<file path="src/rtl/hex_display_scanner.sv">
// Time-multiplexed common-anode seven-segment scanner with a double-buffered
// load path, optional leading-zero blanking and per-digit decimal points.
module hex_display_scanner #(
  parameter int NUM_DIGITS = 8,
  parameter int SCAN_DIV   = 1000
) (
  input  logic                    clk,
  input  logic                    rst_n,
  input  logic                    load,
  input  logic [4*NUM_DIGITS-1:0] data,
  input  logic [NUM_DIGITS-1:0]   dp_in,
  input  logic                    blank_lz,
  output logic [6:0]              seg_out,
  output logic                    dp_out,
  output logic [NUM_DIGITS-1:0]   digit_en,
  output logic                    pending
);

  localparam int IDX_W = (NUM_DIGITS > 1) ? $clog2(NUM_DIGITS) : 1;
  localparam int PS_W  = $clog2(SCAN_DIV);

  logic [PS_W-1:0]         r_prescaler;
  logic [IDX_W-1:0]        r_idx;
  logic [4*NUM_DIGITS-1:0] r_shadow_data;
  logic [NUM_DIGITS-1:0]   r_shadow_dp;
  logic [4*NUM_DIGITS-1:0] r_disp_data;
  logic [NUM_DIGITS-1:0]   r_disp_dp;
  logic                    r_pending;
  logic [6:0]              r_seg;
  logic                    r_dp;
  logic [NUM_DIGITS-1:0]   r_digit_en;

  logic                    w_tick;
  logic                    w_frame;
  logic [NUM_DIGITS-1:0]   w_blank;
  logic [NUM_DIGITS-1:0]   w_onehot;
  logic [3:0]              w_nib;
  logic                    w_dp_sel;
  logic                    w_blank_sel;

  function automatic logic [6:0] seg_encode(input logic [3:0] nib);
    case (nib)
      4'h0: seg_encode = 7'b1000000;
      4'h1: seg_encode = 7'b1111001;
      4'h2: seg_encode = 7'b0100100;
      4'h3: seg_encode = 7'b0110000;
      4'h4: seg_encode = 7'b0011001;
      4'h5: seg_encode = 7'b0010010;
      4'h6: seg_encode = 7'b0000010;
      4'h7: seg_encode = 7'b1111000;
      4'h8: seg_encode = 7'b0000000;
      4'h9: seg_encode = 7'b0010000;
      4'hA: seg_encode = 7'b0001000;
      4'hB: seg_encode = 7'b0000011;
      4'hC: seg_encode = 7'b1000110;
      4'hD: seg_encode = 7'b0100001;
      4'hE: seg_encode = 7'b0000110;
      default: seg_encode = 7'b0001110;
    endcase
  endfunction

  assign w_tick  = (r_prescaler == PS_W'(SCAN_DIV - 1));
  assign w_frame = w_tick && (r_idx == IDX_W'(NUM_DIGITS - 1));

  // A digit is a leading zero when it and every more significant nibble are zero.
  genvar gi;
  generate
    for (gi = 0; gi < NUM_DIGITS; gi++) begin : g_lz
      if (gi == 0) begin : g_d0
        assign w_blank[gi] = 1'b0;
      end else begin : g_dn
        assign w_blank[gi] = blank_lz && (r_disp_data[4*NUM_DIGITS-1:4*gi] == '0);
      end
    end
  endgenerate

  always_comb begin
    w_nib       = '0;
    w_dp_sel    = 1'b0;
    w_blank_sel = 1'b0;
    w_onehot    = '0;
    for (int i = 0; i < NUM_DIGITS; i++) begin
      if (r_idx == IDX_W'(i)) begin
        w_nib       = r_disp_data[4*i +: 4];
        w_dp_sel    = r_disp_dp[i];
        w_blank_sel = w_blank[i];
        w_onehot[i] = 1'b1;
      end
    end
  end

  always_ff @(posedge clk or negedge rst_n) begin
    if (!rst_n) begin
      r_prescaler   <= '0;
      r_idx         <= '0;
      r_shadow_data <= '0;
      r_shadow_dp   <= '0;
      r_disp_data   <= '0;
      r_disp_dp     <= '0;
      r_pending     <= 1'b0;
      r_seg         <= 7'b1111111;
      r_dp          <= 1'b1;
      r_digit_en    <= '0;
    end else begin
      if (w_tick) begin
        r_prescaler <= '0;
        r_idx       <= w_frame ? '0 : r_idx + IDX_W'(1);
      end else begin
        r_prescaler <= r_prescaler + PS_W'(1);
      end

      if (load) begin
        r_shadow_data <= data;
        r_shadow_dp   <= dp_in;
      end

      // A load coinciding with the frame boundary bypasses the shadow wait.
      if (w_frame) begin
        if (load) begin
          r_disp_data <= data;
          r_disp_dp   <= dp_in;
        end else if (r_pending) begin
          r_disp_data <= r_shadow_data;
          r_disp_dp   <= r_shadow_dp;
        end
        r_pending <= 1'b0;
      end else if (load) begin
        r_pending <= 1'b1;
      end

      r_digit_en <= w_onehot;
      r_seg      <= w_blank_sel ? 7'b1111111 : seg_encode(w_nib);
      r_dp       <= w_blank_sel | ~w_dp_sel;
    end
  end

  assign seg_out  = r_seg;
  assign dp_out   = r_dp;
  assign digit_en = r_digit_en;
  assign pending  = r_pending;

endmodule

</file>
<file path="config.mk">
export PLATFORM = sky130hd
export DESIGN_NAME = hex_display_scanner
export DESIGN_NICKNAME = d
export VERILOG_FILES = /design/src/rtl/hex_display_scanner.sv
export SDC_FILE = /design/constraint.sdc
export NUM_CORES = 1
export LEC_CHECK = 0
export BUFFER_PORTS_ARGS = -buffer_cell sky130_fd_sc_hd__clkbuf_2
export CORE_ASPECT_RATIO = 0.8
export CORE_MARGIN = 2
export CORE_UTILIZATION = 55
export CTS_CLUSTER_SIZE = 28
export DETAILED_ROUTE_END_ITERATION = 10
export PLACE_DENSITY = 0.72
export SYNTH_ARGS = -nofsm -noshare
export SYNTH_HDL_FRONTEND = slang
export SYNTH_SLANG_ARGS = --single-unit
</file>
<file path="constraint.sdc">
create_clock -name clk -period 3.6 [get_ports clk]
set_input_delay 0.54 -clock clk [delete_from_list [all_inputs] [get_ports clk]]
set_output_delay 0.54 -clock clk [all_outputs]
set_load 0.1 [all_outputs]
</file>
==> qor.log <==
[cells_and_area] core utilization of the finished layout 63.3%
[critical_path] Reg-to-Reg End seg_out[5]$_DFF_PN1_
[timing] count of final hold-check violations 0
[grt] vias in the first global route 3113
[cells_and_area] leading cell type in the layout, fill and taps excluded sky130_fd_sc_hd__dfrtp_1
[clock_network] clock edge transition at the registers on the reported setup and hold paths 70 ps
[flow_run] number of max-capacitance violations reported 0
[cells_and_area] fraction of final layout cells sized beyond drive strength 1 39.6%
[critical_path] Largest stage delay, worst path 550 ps
[detailed_routing] number of vias in the routed layout 3124
[timing] worst max-slew margin expressed relative to the limit 17.1%
[synthesis] synthesis warning total 0
[floorplan] Die Ht 89.4 microns
[cells_and_area] synthesis-to-finish area growth 13.1%
[synthesis] cell area after synthesis 5010 sq um
[synthesis] share of synthesized flip-flops with an asynchronous set or reset 100%
[cells_and_area] # nets final 506
[power] Power Dens Cells 409 nW/um^2
[critical_path] Slowest cell on crit path sky130_fd_sc_hd__ha_1
[synthesis] Post-Syn Area per Cell 12.8 sq um
[critical_path] Critical Path Fanout Max 14
[detailed_routing] routed wire length 9.23 mm
[synthesis] top_reg_cell synth sky130_fd_sc_hd__dfrtp_1
[synthesis] number of synthesized register bits 110
[grt] all-layer global routing usage 19.8%
[floorplan] io pins 61
[grt] maximum number of pins on one net before global-route repair 64
[placed_design] count of port buffers added during placement 60
[critical_path] category of the critical setup timing path flip-flop to flip-flop
[detailed_routing] per-cell routed wire length 16.2 microns
[detailed_routing] Pre-antenna DRT Iters 4
[floorplan] number of cell rows 31
[synthesis] count of flip-flops with a built-in enable after synthesis 0
[placed_design] post-DP HPWL 6.64 mm
[timing] slew at the pin closest to its max-slew limit 1230 ps
[floorplan] Die ar. 9900 sq um
[grt] aggregate global routing overflow 0
[critical_path] endpoint kind of the worst setup timing path flip-flop
[timing] share of the cycle needed by the critical path after routing 88.1%
[critical_path] worst r2r src r_idx[0]$_DFFE_PN0P_
[clock_network] source-to-sink clock delay at the later pin of the worst-skew pair 340 ps
[grt] initial antenna violation count 0
[clock_network] number of cells upsized or downsized after cts 0
[critical_path] length in cells of the worst reg-to-reg path 11
[clock_network] Setup Fix Bufs, Post-CTS 0
[timing] clock skew 7.75 ps
[timing] Fin Setup TNS 0 ps
[detailed_routing] first-iteration detailed-routing DRC count 106
[critical_path] CP startpoint kind flip-flop
[clock_network] H-tree lvl count 3
[floorplan] width of the die 111 microns
[clock_network] TritonCTS clock tree yes
[synthesis] number of cells produced by synthesis 392
[power] Final Power 2.32 mW
[critical_path] crit path DAT 3430 ps
[critical_path] cell breakdown of the critical path inv_1 -> ha_1 -> nand2_1 -> a221oi_1 -> a311oi_1 -> a31oi_1 -> inv_1 -> ha_1 -> mux2_1 -> nand2_1 -> o211ai_2
[timing] setup repair after global routing missed its margin no
[detailed_routing] total DRC errors in the routed layout 0
[cells_and_area] Antenna Cells 0
[detailed_routing] Antenna Violating Nets Remaining 0
[placed_design] RD Place Congestion 0.841
[timing] shortest period the worst path allows 3170 ps
[placed_design] pre-CTS setup slack 433 ps
[timing] fmax 315 MHz
[grt] global-route wire length before repair 15.4 mm
[min_path] Hold Crit Class input port to asynchronous set/reset pin
[synthesis] part of the Yosys area used for sequential elements 55.1%
[floorplan] placeable core region 8960 sq um
[clock_network] hold buffer count at cts 0
[power] standby leakage power 2.67 nW
[clock_network] Clock Tree Root sky130_fd_sc_hd__clkbuf_16
[timing] Max Transition Viols Final 0
[placed_design] number of instances in the placed design 553
[critical_path] required time of the critical path 3860 ps
[synthesis] net count after synthesis 449
[floorplan] initial cell density of the core 56.0%
[timing] final number of setup-violating endpoints 0
[outcome] outcome finished, final reports clean
[timing] post-route setup slack 427 ps
[cells_and_area] Final Non-Filler Cells 569
[clock_network] number of buffers on the longest clock path 2
[clock_network] CTS Sinks 110
[power] worst ir drop on vdd 319 uV
[clock_network] number of CTS-inserted buffers 9
[cells_and_area] top library cells by usage in the layout, fill and taps aside sky130_fd_sc_hd__dfrtp_1, sky130_fd_sc_hd__mux2_2, sky130_fd_sc_hd__clkbuf_2, sky130_fd_sc_hd__nand2_1, sky130_fd_sc_hd__a21oi_1
[detailed_routing] Via-to-Cell Ratio 5.49
[critical_path] register-to-register path setup slack 430 ps
[synthesis] distinct cell type count after synthesis 56
[stage by stage]
stage	cell area, sq um	hold WS, ps
floorplan	5010	244
global placement	5400	472
detailed placement	5400	477
CTS	5670	304
global route	5670	340
finish	5670	261
[flip-flops by register name, summed over array words and instances (netlist names)]
name / cells
r_shadow_dp: 8
r_idx: 3
r_disp_data: 32
pending: 1
dp_out: 1
r_prescaler: 10
r_shadow_data: 32
digit_en: 8
seg_out: 7
r_disp_dp: 8
[critical path: cells and delay by family (launching register included)]
family / cells / cell delay [ps]
AOI/OAI and AO/OA: 4 / 910
adders and majority gates: 2 / 840
buffers and inverters: 2 / 290
DFF: 1 / 410
muxes: 1 / 310
and+or+nand+nor: 2 / 340
[per-layer routing]
layer | vias up | global-route usage, % | routed length, microns
met4 | 0 | 6.48 | 146
li1 | 1507 | - | -
met1 | 1531 | 27.9 | 4600
met2 | 70 | 30.8 | 4090
met3 | 16 | 5.02 | 397
met5 | - | 0 | 0
[area by class of cell]
class,instances,area (sq um)
fill,737,3290
sequential,110,2760
multi-input combinational,247,2090
timing repair buffer,67,355
clock buffer,14,254
tap,115,144
inverter,14,52.6
clock inverter,2,16.3
[cell usage after synthesis, types with 3 or more instances]
cell type,number,share of area [%]
sky130_fd_sc_hd__dfrtp_1,102,51
sky130_fd_sc_hd__mux2_2,79,18
sky130_fd_sc_hd__nand2_1,25,1.9
sky130_fd_sc_hd__a21oi_1,21,2.1
sky130_fd_sc_hd__nor2_1,14,1.0
sky130_fd_sc_hd__ha_1,13,3.2
sky130_fd_sc_hd__inv_1,13,0.97
sky130_fd_sc_hd__o21ai_0,9,0.90
sky130_fd_sc_hd__buf_1,8,0.60
sky130_fd_sc_hd__dfstp_2,8,4.2
sky130_fd_sc_hd__nand3_1,7,0.70
sky130_fd_sc_hd__nor2b_1,7,0.87
sky130_fd_sc_hd__or3_1,5,0.62
sky130_fd_sc_hd__buf_2,4,0.40
sky130_fd_sc_hd__clkbuf_1,4,0.30
sky130_fd_sc_hd__mux2i_1,4,0.80
sky130_fd_sc_hd__nand3b_1,4,0.60
sky130_fd_sc_hd__nor4_1,4,0.50
sky130_fd_sc_hd__o22ai_1,4,0.50
sky130_fd_sc_hd__xor2_1,4,0.70
sky130_fd_sc_hd__buf_6,3,0.67
sky130_fd_sc_hd__nand4b_1,3,0.52
sky130_fd_sc_hd__o21ai_1,3,0.30
sky130_fd_sc_hd__o221ai_1,3,0.52
[cell families (layout without fill, tap and decap cells)]
logic type	Yosys count	after routing	share of synthesized area [%]
DFF	110	110	55.1
muxes	86	86	19.3
and+or+nand+nor	84	84	9.43
AOI/OAI and AO/OA	58	58	8.58
buffers and inverters	35	97	3.32
adders and majority gates	13	13	3.24
xor gates and xnor gates	6	6	1.05
[how the worst max path moves through the flow]
| stage | from | end | slack (ps) |
|---|---|---|---|
| 3_5_place_dp | r_idx[0]$_DFFE_PN0P_ | seg_out[5]$_DFF_PN1_ | 430 |
| 5_1_grt | r_idx[0]$_DFFE_PN0P_ | seg_out[5]$_DFF_PN1_ | 150 |
| 6_report | r_idx[0]$_DFFE_PN0P_ | seg_out[5]$_DFF_PN1_ | 430 |
| 2_1_floorplan | r_idx[2]$_DFFE_PN0P_ | seg_out[5]$_DFF_PN1_ | 880 |
| 4_1_cts | r_idx[0]$_DFFE_PN0P_ | seg_out[5]$_DFF_PN1_ | 430 |
| 3_3_place_gp | r_idx[0]$_DFFE_PN0P_ | seg_out[5]$_DFF_PN1_ | 610 |
[report_power, final]
group | leakage, nW | internal (mW) | switching (mW)
clock network | 0.127 | 0.492 | 0.414
registers | 1.39 | 1.28 | 0.0105
logic | 1.15 | 0.0603 | 0.0620
total | 2.67 | 1.83 | 0.486
(Power assumes the default switching activity.)
